**config.mk**
```make
export PLATFORM = sky130hd
export DESIGN_NAME = sqrt32
export DESIGN_NICKNAME = d
export VERILOG_FILES = /design/src/rtl/sqrt32.sv
export SDC_FILE = /design/constraint.sdc
export NUM_CORES = 1
export LEC_CHECK = 0
export BUFFER_PORTS_ARGS = -buffer_cell sky130_fd_sc_hd__buf_2
export CAP_MARGIN = 20
export CORE_UTILIZATION = 50
export DETAILED_ROUTE_END_ITERATION = 10
export HOLD_SLACK_MARGIN = 0.12
export PLACE_DENSITY = 0.75
export SYNTH_ARGS = -nofsm -noshare
export SYNTH_HDL_FRONTEND = slang
export SYNTH_SLANG_ARGS = --single-unit
export TNS_END_PERCENT = 100
```
**constraint.sdc**
```tcl
create_clock -name clk -period 2.95 [get_ports clk]
set_clock_uncertainty 0.2 [all_clocks]
set_input_delay 0 -clock clk [delete_from_list [all_inputs] [get_ports clk]]
set_output_delay 0 -clock clk [all_outputs]
set_load 0.1 [all_outputs]
```
**src/rtl/sqrt32.sv**
```systemverilog
// Sequential 32-bit integer square root, two radicand bits per clock; rdy rises 17 edges after reset release.
// Define SQRT32_REMAINDER_EN to add the rem output (x - y*y).
module sqrt32 (
  input  logic        clk,
  output logic        rdy,
  input  logic        reset,
  input  logic [31:0] x,
  output logic [15:0] y
`ifdef SQRT32_REMAINDER_EN
  ,
  output logic [16:0] rem
`endif
);

  typedef enum logic [1:0] {
    LOAD = 2'd0,
    CALC = 2'd1,
    DONE = 2'd2
  } state_t;

  state_t      state;
  state_t      state_next;

  logic [31:0] sh;
  logic [17:0] part;
  logic [15:0] root;
  logic [4:0]  cnt;

  logic [17:0] acc;
  logic [17:0] sub;
  logic [18:0] diff;
  logic        fit;
  logic [17:0] part_next;
  logic [15:0] root_next;
  logic        last;

  // One digit step: bring down two radicand bits and try to subtract 4*root+1.
  always_comb begin
    acc       = 18'({part, sh[31:30]});
    sub       = {root, 2'b01};
    diff      = {1'b0, acc} - {1'b0, sub};
    fit       = ~diff[18];
    part_next = fit ? diff[17:0] : acc;
    root_next = {root[14:0], fit};
    last      = (cnt == 5'd15);
  end

  always_comb begin
    state_next = state;
    case (state)
      LOAD:    state_next = CALC;
      CALC:    if (last) state_next = DONE;
      DONE:    state_next = DONE;
      default: state_next = LOAD;
    endcase
  end

  always_ff @(posedge clk or posedge reset) begin
    if (reset) state <= LOAD;
    else       state <= state_next;
  end

  // rdy is a level, not a handshake: once high it holds with y until the next reset.
  always_ff @(posedge clk or posedge reset) begin
    if (reset) begin
      sh   <= 32'd0;
      part <= 18'd0;
      root <= 16'd0;
      cnt  <= 5'd0;
      rdy  <= 1'b0;
      y    <= 16'd0;
`ifdef SQRT32_REMAINDER_EN
      rem  <= 17'd0;
`endif
    end else begin
      case (state)
        LOAD: begin
          sh   <= x;
          part <= 18'd0;
          root <= 16'd0;
          cnt  <= 5'd0;
        end
        CALC: begin
          sh   <= {sh[29:0], 2'b00};
          part <= part_next;
          root <= root_next;
          cnt  <= cnt + 5'd1;
          if (last) begin
            rdy <= 1'b1;
            y   <= root_next;
`ifdef SQRT32_REMAINDER_EN
            rem <= part_next[16:0];
`endif
          end
        end
        default: begin
        end
      endcase
    end
  end

endmodule

```
==> results of run 1 <==
## report_power, final
| part | switching [mW] | internal, mW |
|---|---|---|
| clock | 0.452 | 0.421 |
| combinational | 1.99 | 1.37 |
| sequential | 0.187 | 1.50 |
| total | 2.63 | 3.30 |
## worst max-delay path, cell delays in order (launching register included)
cell	delay, ps
sky130_fd_sc_hd__dfrtp_1	420
sky130_fd_sc_hd__ha_4	250
sky130_fd_sc_hd__nor2b_4	120
sky130_fd_sc_hd__o2111a_1	250
sky130_fd_sc_hd__or3b_1	360
sky130_fd_sc_hd__a311o_1	320
sky130_fd_sc_hd__a221oi_4	370
sky130_fd_sc_hd__buf_6	180
sky130_fd_sc_hd__nor4_1	50
sky130_fd_sc_hd__a311o_1	280
## metrics by stage
step / total power [mW] / area [µm²] / util [%]
after floorplan: 3.98 / 4570 / -
after global placement: 4.68 / 5100 / 58.3
after detailed placement: 4.76 / 5100 / 58.3
after CTS: 5.81 / 5720 / 65.3
after global routing: 6.28 / 5790 / 66.0
final: 5.93 / 5790 / 66.0
## registers in the layout, summed over array words and instances (netlist names)
register / flops
root: 16
part: 16
rdy: 1
state: 2
sh: 32
cnt: 5
y: 16
## layout make-up
| class | count | area, µm² |
|---|---|---|
| fill | 659 | 2980 |
| multi-input combinational | 324 | 2220 |
| sequential | 88 | 2200 |
| timing repair buffer | 123 | 932 |
| clock buffer | 11 | 141 |
| tap | 108 | 135 |
| inverter | 25 | 95.1 |
| clock inverter | 5 | 63.8 |
## logic make-up (layout without fill, tap and decap cells)
group | Yosys count | count (layout) | share of synthesized area, %
AOI/OAI and AO/OA | 125 | 125 | 17.6
and+or+nand+nor | 124 | 124 | 12.4
DFF | 88 | 88 | 48.2
buffers and inverters | 54 | 164 | 4.63
muxes | 38 | 38 | 8.33
adders and majority gates | 21 | 21 | 5.75
xor gates and xnor gates | 16 | 16 | 3.07
## Yosys cell counts, types with 2 or more instances
cell,count
sky130_fd_sc_hd__and3_1,2
sky130_fd_sc_hd__nand2b_1,10
sky130_fd_sc_hd__nand2_1,75
sky130_fd_sc_hd__or3_1,2
sky130_fd_sc_hd__dfrtp_1,88
sky130_fd_sc_hd__nor3b_1,6
sky130_fd_sc_hd__nor4_1,2
sky130_fd_sc_hd__o311ai_0,4
sky130_fd_sc_hd__o21ai_0,59
sky130_fd_sc_hd__nor2_1,9
sky130_fd_sc_hd__buf_1,4
sky130_fd_sc_hd__clkbuf_1,23
sky130_fd_sc_hd__o31ai_1,21
sky130_fd_sc_hd__mux2i_1,38
sky130_fd_sc_hd__nor2b_1,3
sky130_fd_sc_hd__xor2_1,7
sky130_fd_sc_hd__a31oi_1,5
sky130_fd_sc_hd__o22ai_1,6
sky130_fd_sc_hd__nand3_1,6
sky130_fd_sc_hd__inv_1,24
sky130_fd_sc_hd__xnor2_1,9
sky130_fd_sc_hd__a21o_1,12
sky130_fd_sc_hd__nor3_1,4
sky130_fd_sc_hd__a21oi_1,6
sky130_fd_sc_hd__ha_1,21
sky130_fd_sc_hd__a311o_1,3
## worst min-delay path by stage
stage                        to  cells after the start
final                     sh[1]                      4
after global routing      sh[1]                      4
after CTS                 sh[1]                      4
after detailed placement  y[14]                      2
after global placement    y[15]                      2
after floorplan           sh[0]                      2
## routing by layer
metal  vias up  share of wire, %  global-route usage, %
met5         -                 0                      0
met3        15               3.7                   3.81
li1       1840                 -                      -
met2        83                47                   36.4
met1      1750                47                   31.8
met4         0               1.4                   7.58
## timing repair
action / 4_1_cts / 5_1_grt
hold endpoints to repair: 120 / 0
setup buffers: 5 / 5
setup endpoints to repair: 10 / 18
pin swaps: 7 / 10
hold buffers: 34 / 0
resized for setup: 10 / 7
==> results by group, run 1 <==
Status
  • Status: finished clean

Synthesis
  • Netlist Area Pre-Place: 4570 µm²
  • Area contributors post-synth: sky130_fd_sc_hd__dfrtp_1 48%, sky130_fd_sc_hd__mux2i_1 8.3%, sky130_fd_sc_hd__o21ai_0 6.5%, sky130_fd_sc_hd__nand2_1 6.2%, sky130_fd_sc_hd__ha_1 5.8%
  • Cell variety after synth: 43
  • Average cell area after synthesis: 9.80 µm²
  • Largest area contributor in the synthesized netlist: sky130_fd_sc_hd__dfrtp_1
  • Cell count after synthesis: 466
  • Post-synth top flop: sky130_fd_sc_hd__dfrtp_1
  • Count of flip-flops with a built-in enable after synthesis: 0
  • Synth warnings: 0
  • Share of the synthesized area in the top cell type: 48.2%
  • Seq/Total Area, Yosys: 48.2%
  • Share of flip-flops with an asynchronous set or reset: 100%
  • Synth Net Count: 521
  • Number of storage elements in the synthesis netlist: 88

Setup path
  • Data required time at the worst endpoint: 3000 ps
  • Worst r2r path cells: 9
  • Beginning of the worst register-to-register path: part[0]
  • End of the worst register-to-register path: part[2]
  • Worst reg2reg setup slack: 30 ps
  • CP Capture Type: flop
  • Worst Path Max Fanout: 7
  • Category of the worst setup path launch point: flop
  • Last element of the critical path: part[2]
  • CP Data Arrival Time: 2970 ps
  • Critical Path Source: part[0]
  • Path type of the worst setup path: reg2reg

Power
  • Power per cell area: 1030 nW/µm²
  • Cell leakage power: 2.69 nW
  • Max rail drop VDD: 525 µV

CTS
  • Number of clock sinks seen by CTS: 88
  • CTS tree: done
  • Clock H-tree levels: 3
  • Worst-case clock buffer depth: 2
  • Root cell of the clock tree: sky130_fd_sc_hd__clkbuf_8
  • Clock latency reported for the late side of the worst-skew pair: 370 ps
  • TritonCTS buffer count: 9
  • Clock slew at reported path FFs: 100 ps

STA
  • Crit share post-route: 99.1%
  • Total Neg Setup Slack: 0 ps
  • Unrepaired setup endpoints after global routing: true
  • Rel. slew slack: 52.7%
  • Endpoints failing setup: 0
  • Worst slack on hold paths: 236 ps
  • Final slew viol count: 0
  • Least setup slack across all paths after layout: 26.8 ps
  • Max Clock Freq: 0.342 GHz
  • Endpoints failing hold: 0
  • Actual transition at the worst max-transition pin: 709 ps
  • Final critical path time including I/O delays and setup: 2920 ps

Worst hold path
  • Class of the worst hold path: in2reg
  • Hold wc startpoint: x[1]

Floorplanning
  • Y dimension of the die: 97.6 µm
  • I/O Pins: 51
  • Number of cell rows: 34
  • Die Width: 97.6 µm
  • Effective utilization at floorplan: 52.1%
  • Die ar.: 9520 µm²
  • CORE AREA: 8760 µm²

Placed design
  • Worst slack at placement: -66.4 ps
  • HPWL reported at the end of detailed placement: 6.52 mm
  • Weighted congestion reported at the end of routability-driven placement: 0.885
  • Number of buffers added on ports: 50
  • Instance count after placement with tap cells included: 624

Detailed routing
  • Average wire length per cell after detail routing: 15.0 µm
  • Total routed wirelength: 10.3 mm
  • First-iteration detailed-routing DRC count: 191
  • Via count of the routed design: 3688
  • DR DRC count: 0
  • Via density: 5.39
  • Post-DRT Antenna Nets: 0
  • Number of optimization iterations in the first detailed-route pass: 4

GRT
  • Gr ovfl total: 0
  • First-pass GRT wire length: 17.5 mm
  • Number of antenna violations at the first check in global routing: 0
  • GRT Total Usage: 22.9%
  • Number of global-route vias before repair: 3617
  • Largest net degree at the start of global routing: 125

Finish
  • Final-stage net count: 626
  • Most common library cell in the layout ignoring fill and taps: sky130_fd_sc_hd__dfrtp_1
  • Most frequent cells in the layout: 88 x sky130_fd_sc_hd__dfrtp_1, 75 x sky130_fd_sc_hd__nand2_1, 58 x sky130_fd_sc_hd__o21ai_0, 50 x sky130_fd_sc_hd__buf_2, 38 x sky130_fd_sc_hd__mux2i_1
  • Fraction of final layout cells with drive strength greater than 1: 20.3%
  • Number of cells in the finished layout apart from fillers: 684
  • ANT cells: 0
  • Synth-to-layout area growth: 26.7%

Job
  • Max-cap viol count: 0
(Power assumes the default switching activity.)
==> run 2, diff against run 1 <==
--- a/config.mk
+++ b/config.mk
@@ -10,7 +10,7 @@
 export CORE_UTILIZATION = 50
 export DETAILED_ROUTE_END_ITERATION = 10
 export HOLD_SLACK_MARGIN = 0.12
-export PLACE_DENSITY = 0.75
+export PLACE_DENSITY_LB_ADDON = 0.15
 export SYNTH_ARGS = -nofsm -noshare
 export SYNTH_HDL_FRONTEND = slang
 export SYNTH_SLANG_ARGS = --single-unit
==> run 2 against run 1 <==
  * The run now ends with negative setup slack left
  * Design area is 2.0% higher
  * First-iteration DRC count increased by 2.6%
  * Wire length grew 0.80%
  * Cell count is 0.88% higher
  * Global-route usage hardly changed
  * Register-to-register slack got worse by 200 ps
  * Critical endpoint is now part[8]
  * Core utilization grew 1.3 points
==> results by group, run 2 (same netlist as run 1, synthesis figures left out) <==
Detailed routing
  • Number of optimization iterations in the first detailed-route pass: 4 (unchanged)
  • First-iteration detailed-routing DRC count: 196 (+2.6%)
  • Via count of the routed design: 3742 (+1.5%)
  • DR DRC count: 0 (unchanged)
  • Via density: 5.42 (+0.58%)
  • Average wire length per cell after detail routing: 15.0 µm (about the same)
  • Post-DRT Antenna Nets: 0 (unchanged)
  • Total routed wirelength: 10.3 mm (+0.80%)

CTS
  • Clock H-tree levels: 3 (unchanged)
  • CTS tree: done
  • Number of clock sinks seen by CTS: 88 (unchanged)
  • Clock slew at reported path FFs: 90 ps (about the same)
  • Root cell of the clock tree: sky130_fd_sc_hd__clkbuf_8
  • TritonCTS buffer count: 9 (unchanged)
  • Worst-case clock buffer depth: 2 (unchanged)
  • Clock latency reported for the late side of the worst-skew pair: 370 ps (about the same)

Floorplanning
  • Effective utilization at floorplan: 52.1% (unchanged)
  • Die ar.: 9520 µm² (unchanged)
  • Die Width: 97.6 µm (unchanged)
  • I/O Pins: 51 (unchanged)
  • Number of cell rows: 34 (unchanged)
  • Y dimension of the die: 97.6 µm (unchanged)
  • CORE AREA: 8760 µm² (unchanged)

Finish
  • Number of cells in the finished layout apart from fillers: 690 (+0.88%)
  • Flip-flop count of the largest register after layout: 32 (unchanged)
  • Synth-to-layout area growth: 29.2%
  • Most common library cell in the layout ignoring fill and taps: sky130_fd_sc_hd__dfrtp_1
  • Final-stage net count: 632 (+0.96%)
  • Fraction of final layout cells with drive strength greater than 1: 22.0% (+1.7 points)
  • Most frequent cells in the layout: 88 x sky130_fd_sc_hd__dfrtp_1, 75 x sky130_fd_sc_hd__nand2_1, 56 x sky130_fd_sc_hd__o21ai_0, 50 x sky130_fd_sc_hd__buf_2, 38 x sky130_fd_sc_hd__mux2i_1
  • Post-route core utilization: 67.3% (+1.3 points)
  • ANT cells: 0 (unchanged)
  • Register ranked first by flip-flop count: sh

STA
  • Endpoints failing setup: 17 (+17)
  • Rel. slew slack: 65.2% (+12 points)
  • Worst slack on hold paths: 226 ps (-9.97 ps)
  • Unrepaired setup endpoints after global routing: true
  • Actual transition at the worst max-transition pin: 522 ps (-186 ps)
  • Least setup slack across all paths after layout: -178 ps (-205 ps)
  • Crit share post-route: 106% (+6.9 points)
  • Final critical path time including I/O delays and setup: 3130 ps (+205 ps)
  • Max Clock Freq: 0.320 GHz (-6.5%)
  • Final slew viol count: 0 (unchanged)
  • Endpoints failing hold: 0 (unchanged)

GRT
  • Number of global-route vias before repair: 3710 (+2.6%)
  • Largest net degree at the start of global routing: 47 (-62%)
  • GRT Total Usage: 22.9% (+0.042 points)
  • Number of antenna violations at the first check in global routing: 0 (unchanged)
  • Gr ovfl total: 0 (unchanged)
  • First-pass GRT wire length: 17.6 mm (+0.75%)

Setup path
  • Cell type of the slowest stage on the worst timing path: sky130_fd_sc_hd__a311o_1
  • CP Capture Type: flop
  • Cell-by-cell listing of the critical path: inv_2 > ha_4 > nor2b_4 > o2111a_1 > or3b_1 > a311o_1 > a221oi_4 > buf_6 > buf_12 > mux2i_1 > o22ai_1
  • Category of the worst setup path launch point: flop
  • CP Data Arrival Time: 3150 ps (+180 ps)
  • Data required time at the worst endpoint: 2970 ps (-30 ps)
  • Delay of the slowest critical-path stage: 410 ps (about the same)
  • Worst Path Max Fanout: 5 (-2)
  • Path type of the worst setup path: reg2reg

Placed design
  • Weighted congestion reported at the end of routability-driven placement: 0.894 (+0.95%)
  • HPWL reported at the end of detailed placement: 6.76 mm (+3.6%)
  • Worst slack at placement: -62.8 ps (+3.59 ps)
  • Instance count after placement with tap cells included: 628 (+0.64%)
  • Number of buffers added on ports: 50 (unchanged)

Power
  • Cell leakage power: 2.74 nW (+1.9%)
  • Power per cell area: 1040 nW/µm² (+1.6%)
  • Power, Total: 6.15 mW (+3.6%)
  • Max rail drop VDD: 496 µV (-5.5%)

Status
  • Failing checks: negative setup slack
  • Status: complete, but fails checks

Worst hold path
  • Class of the worst hold path: in2reg

Job
  • Max-cap viol count: 0 (unchanged)
==> run 2: changes by cell type in the layout (fill, tap and decap cells not counted), sizes merged <==
| cell | delta |
|---|---|
| clkbuf | -2 |
| inv | +1 |
| clkinv | +1 |
| buf | +6 |
==> run 2: layout make-up <==
class / instances / area, µm²
fill: 661 / 2860
multi-input combinational: 324 / 2230
sequential: 88 / 2200
timing repair buffer: 129 / 1030
tap: 108 / 135
clock buffer: 9 / 124
inverter: 25 / 95.1
clock inverter: 7 / 80.1
==> run 2: worst paths after layout <==
path,start,end,slack (ps),depth (start not counted)
min reg2reg,rdy,rdy,270,1
max in group asynchronous,reset,sh[22],1430,5
min in group asynchronous,reset,sh[4],480,4
min,x[0],sh[0],230,4
max,root[0],part[8],-180,11
max reg2reg,root[0],part[8],-180,11
==> run 2: report_power, final <==
| part | internal (mW) | total, mW | leakage (nW) | switching (mW) |
|---|---|---|---|---|
| clock network | 0.402 | 0.866 | 0.102 | 0.464 |
| registers | 1.50 | 1.72 | 1.08 | 0.214 |
| logic | 1.48 | 3.56 | 1.56 | 2.08 |
| total | 3.39 | 6.15 | 2.74 | 2.76 |
==> run 2: critical path, delay by kind of cell (launching register included) <==
family	cells	cell delay, ps
buffers and inverters	3	350
flip-flops	1	390
AO/OA/AOI/OAI	4	1120
multiplexers	1	210
adder cells (fa/ha/maj)	1	210
AND/OR/NAND/NOR	2	510
==> run 2: metal layers <==
layer	GRT usage (%)	wire (µm)	vias up
met1	30.8	4680	1795
met2	38.2	5150	79
met5	0	0	-
met4	7.81	195	0
met3	3.02	318	15
li1	-	-	1853
==> run 2: repair_timing <==
action	4_1_cts	5_1_grt
buffers inserted	5	6
gates resized for setup	6	20
endpoints found under the setup margin	8	17
gates cloned	2	0
pin swaps	3	11
hold buffers	34	0
hold endpoints to repair	120	0
==> run 2: metrics by stage <==
stage	TNS, ps	area [µm²]
final	-1990	5900
after detailed placement	-156	5130
after global routing	-3730	5900
after CTS	-331	5790
after floorplan	-8.91	4570
after global placement	-17.6	5130
==> run 3, diff against run 2 <==
--- a/config.mk
+++ b/config.mk
@@ -5,10 +5,11 @@
 export SDC_FILE = /design/constraint.sdc
 export NUM_CORES = 1
 export LEC_CHECK = 0
-export BUFFER_PORTS_ARGS = -buffer_cell sky130_fd_sc_hd__buf_2
 export CAP_MARGIN = 20
 export CORE_UTILIZATION = 50
+export CTS_BUF_LIST = sky130_fd_sc_hd__clkbuf_8
 export DETAILED_ROUTE_END_ITERATION = 10
+export DONT_BUFFER_PORTS = 1
 export HOLD_SLACK_MARGIN = 0.12
 export PLACE_DENSITY_LB_ADDON = 0.15
 export SYNTH_ARGS = -nofsm -noshare
==> run 3 against run 2 <==
  * The flow still finishes with violations (negative setup slack)
  * Design area is 2.4% lower
  * Clock-buffer cell count is 1 higher
  * Power is 0.44% lower
  * Combinational power is 3% lower
  * Critical path type unchanged
==> results by group, run 3 (same netlist as run 1, synthesis figures left out) <==
STA
  • Final critical path time including I/O delays and setup: 2970 ps (-161 ps)
  • Final slew viol count: 0 (unchanged)
  • Least setup slack across all paths after layout: -17.2 ps (+161 ps)
  • Rel. slew slack: 63.7% (-1.5 points)
  • Max Clock Freq: 0.337 GHz (+5.4%)
  • Endpoints failing hold: 0 (unchanged)
  • Crit share post-route: 101% (-5.4 points)
  • Worst slack on hold paths: 142 ps (-83.8 ps)
  • Unrepaired setup endpoints after global routing: true
  • Endpoints failing setup: 2 (-15)
  • Actual transition at the worst max-transition pin: 545 ps (+22.5 ps)

Setup path
  • Cell-by-cell listing of the critical path: ha_4 > nor2b_4 > o2111a_1 > or3b_1 > a311o_1 > a221oi_4 > buf_6 > nor4_1 > a311o_1
  • Most repeated library cell on the critical path: sky130_fd_sc_hd__a311o_1
  • Worst r2r path cells: 9 (-2)
  • Worst reg2reg setup slack: -20 ps (+160 ps)
  • CP Capture Type: flop
  • Data required time at the worst endpoint: 2990 ps (+20 ps)
  • Delay of the slowest critical-path stage: 430 ps (+20 ps)
  • Cell type of the slowest stage on the worst timing path: sky130_fd_sc_hd__dfrtp_1
  • Beginning of the worst register-to-register path: part[0]
  • Category of the worst setup path launch point: flop
  • CP Data Arrival Time: 3010 ps (-140 ps)
  • Worst Path Max Fanout: 6 (+1)
  • End of the worst register-to-register path: part[2]
  • Path type of the worst setup path: reg2reg

Power
  • Power, Total: 6.12 mW (-0.44%)
  • Cell leakage power: 2.61 nW (-4.9%)
  • Max rail drop VDD: 577 µV (+16%)
  • Power per cell area: 1060 nW/µm² (+2.0%)

Detailed routing
  • Total routed wirelength: 9.78 mm (-5.5%)
  • Number of optimization iterations in the first detailed-route pass: 4 (unchanged)
  • First-iteration detailed-routing DRC count: 139 (-29%)
  • DR DRC count: 0 (unchanged)
  • Via density: 5.47 (+0.84%)
  • Via count of the routed design: 3582 (-4.3%)
  • Post-DRT Antenna Nets: 0 (unchanged)
  • Average wire length per cell after detail routing: 14.9 µm (-0.45%)

Finish
  • Flip-flop count of the largest register after layout: 32 (unchanged)
  • Final instance area: 5760 µm² (-2.4%)
  • Final-stage net count: 597 (-5.5%)
  • Most frequent cells in the layout: 88 x sky130_fd_sc_hd__dfrtp_1, 75 x sky130_fd_sc_hd__nand2_1, 58 x sky130_fd_sc_hd__o21ai_0, 52 x sky130_fd_sc_hd__buf_4, 37 x sky130_fd_sc_hd__mux2i_1
  • Register ranked first by flip-flop count: sh
  • ANT cells: 0 (unchanged)
  • Filler Cells Inserted: 727 (+10%)
  • Synth-to-layout area growth: 26.2%
  • Most common library cell in the layout ignoring fill and taps: sky130_fd_sc_hd__dfrtp_1
  • Fraction of final layout cells with drive strength greater than 1: 17.4% (-4.6 points)

Worst hold path
  • Number of cells on the worst hold path: 3 (-1)
  • Hold wc startpoint: x[0]
  • Worst min-delay path endpoint: sh[0]
  • Class of the worst hold path: in2reg

CTS
  • Clock H-tree levels: 3 (unchanged)
  • CTS tree: done
  • Root cell of the clock tree: sky130_fd_sc_hd__clkbuf_8
  • TritonCTS buffer count: 9 (unchanged)
  • Number of clock sinks seen by CTS: 88 (unchanged)
  • Worst-case clock buffer depth: 2 (unchanged)
  • Clock slew at reported path FFs: 90 ps (about the same)
  • Clock latency reported for the late side of the worst-skew pair: 360 ps (about the same)

Floorplanning
  • Effective utilization at floorplan: 52.1% (unchanged)
  • CORE AREA: 8760 µm² (unchanged)
  • Die Width: 97.6 µm (unchanged)
  • Number of cell rows: 34 (unchanged)
  • I/O Pins: 51 (unchanged)
  • Y dimension of the die: 97.6 µm (unchanged)
  • Die ar.: 9520 µm² (unchanged)

GRT
  • Number of antenna violations at the first check in global routing: 0 (unchanged)
  • GRT Total Usage: 21.4% (-1.5 points)
  • Number of global-route vias before repair: 3493 (-5.8%)
  • Gr ovfl total: 0 (unchanged)
  • First-pass GRT wire length: 16.4 mm (-7.0%)
  • Largest net degree at the start of global routing: 56 (+19%)

Job
  • Max-cap viol count: 0 (unchanged)

Placed design
  • Weighted congestion reported at the end of routability-driven placement: 0.923 (+3.2%)
  • Number of buffers added on ports: 0 (-100%)
  • Area after DPL: 5020 µm² (-2.1%)
  • HPWL reported at the end of detailed placement: 6.36 mm (-5.9%)
  • Worst slack at placement: -20.0 ps (+42.9 ps)

Status
  • Failing checks: negative setup slack
  • Status: complete, but fails checks
-- run 3: worst max path at each step --
| stage | start | to | slack (ps) | cells after the start |
|---|---|---|---|---|
| finish | part[0] | part[2] | -20 | 9 |
| global placement | root[0] | part[2] | 30 | 10 |
| global route | root[0] | part[10] | -120 | 10 |
| detailed placement | root[0] | part[2] | -20 | 10 |
| CTS | part[0] | part[10] | -5 | 9 |
| floorplan | part[0] | part[10] | -9 | 9 |
-- run 3: report_power, final --
part	switching [mW]	internal, mW	leakage (nW)
combinational	2.02	1.43	1.42
clock	0.458	0.505	0.110
sequential	0.209	1.50	1.08
-- run 3: final cells by class --
type	count	area, µm²	area share [%]
Tap cell	108	135	2.35
Timing Repair Buffer	94	841	14.6
Sequential cell	88	2200	38.2
Clock inverter	6	91.3	1.59
Inverter	25	95.1	1.65
Clock buffer	10	138	2.39
Multi-Input combinational cell	324	2260	39.2
-- run 3: what timing repair did --
action	CTS	global route
gates cloned	0	1
setup buffers	1	5
setup endpoints to repair	1	18
hold buffers	35	0
resized for setup	1	21
pin swaps	0	4
hold endpoints to repair	120	0
-- run 3: layer usage --
metal	routed length, µm	global-route usage (%)
met3	338	4.32
met5	0	0
met1	4590	28.2
met4	170	7.13
met2	4680	35.2
-- run 3: critical path: cells and delay by family (launching register included) --
kind / cells / cell delay [ps]
buffers and inverters: 1 / 190
adders and majority gates: 1 / 250
and+or+nand+nor: 3 / 530
DFF: 1 / 430
AOI/OAI and AO/OA: 4 / 1260
-- run 3: per-stage QoR --
stage / TNS, ps / instances / util (%)
finish: -30.0 / 655 / 65.7
floorplan: -8.91 / 466 / -
detailed placement: -20.0 / 597 / 57.3
global placement: 0 / 597 / 57.3
CTS: -5.07 / 649 / 64.2
global route: -889 / 655 / 65.7
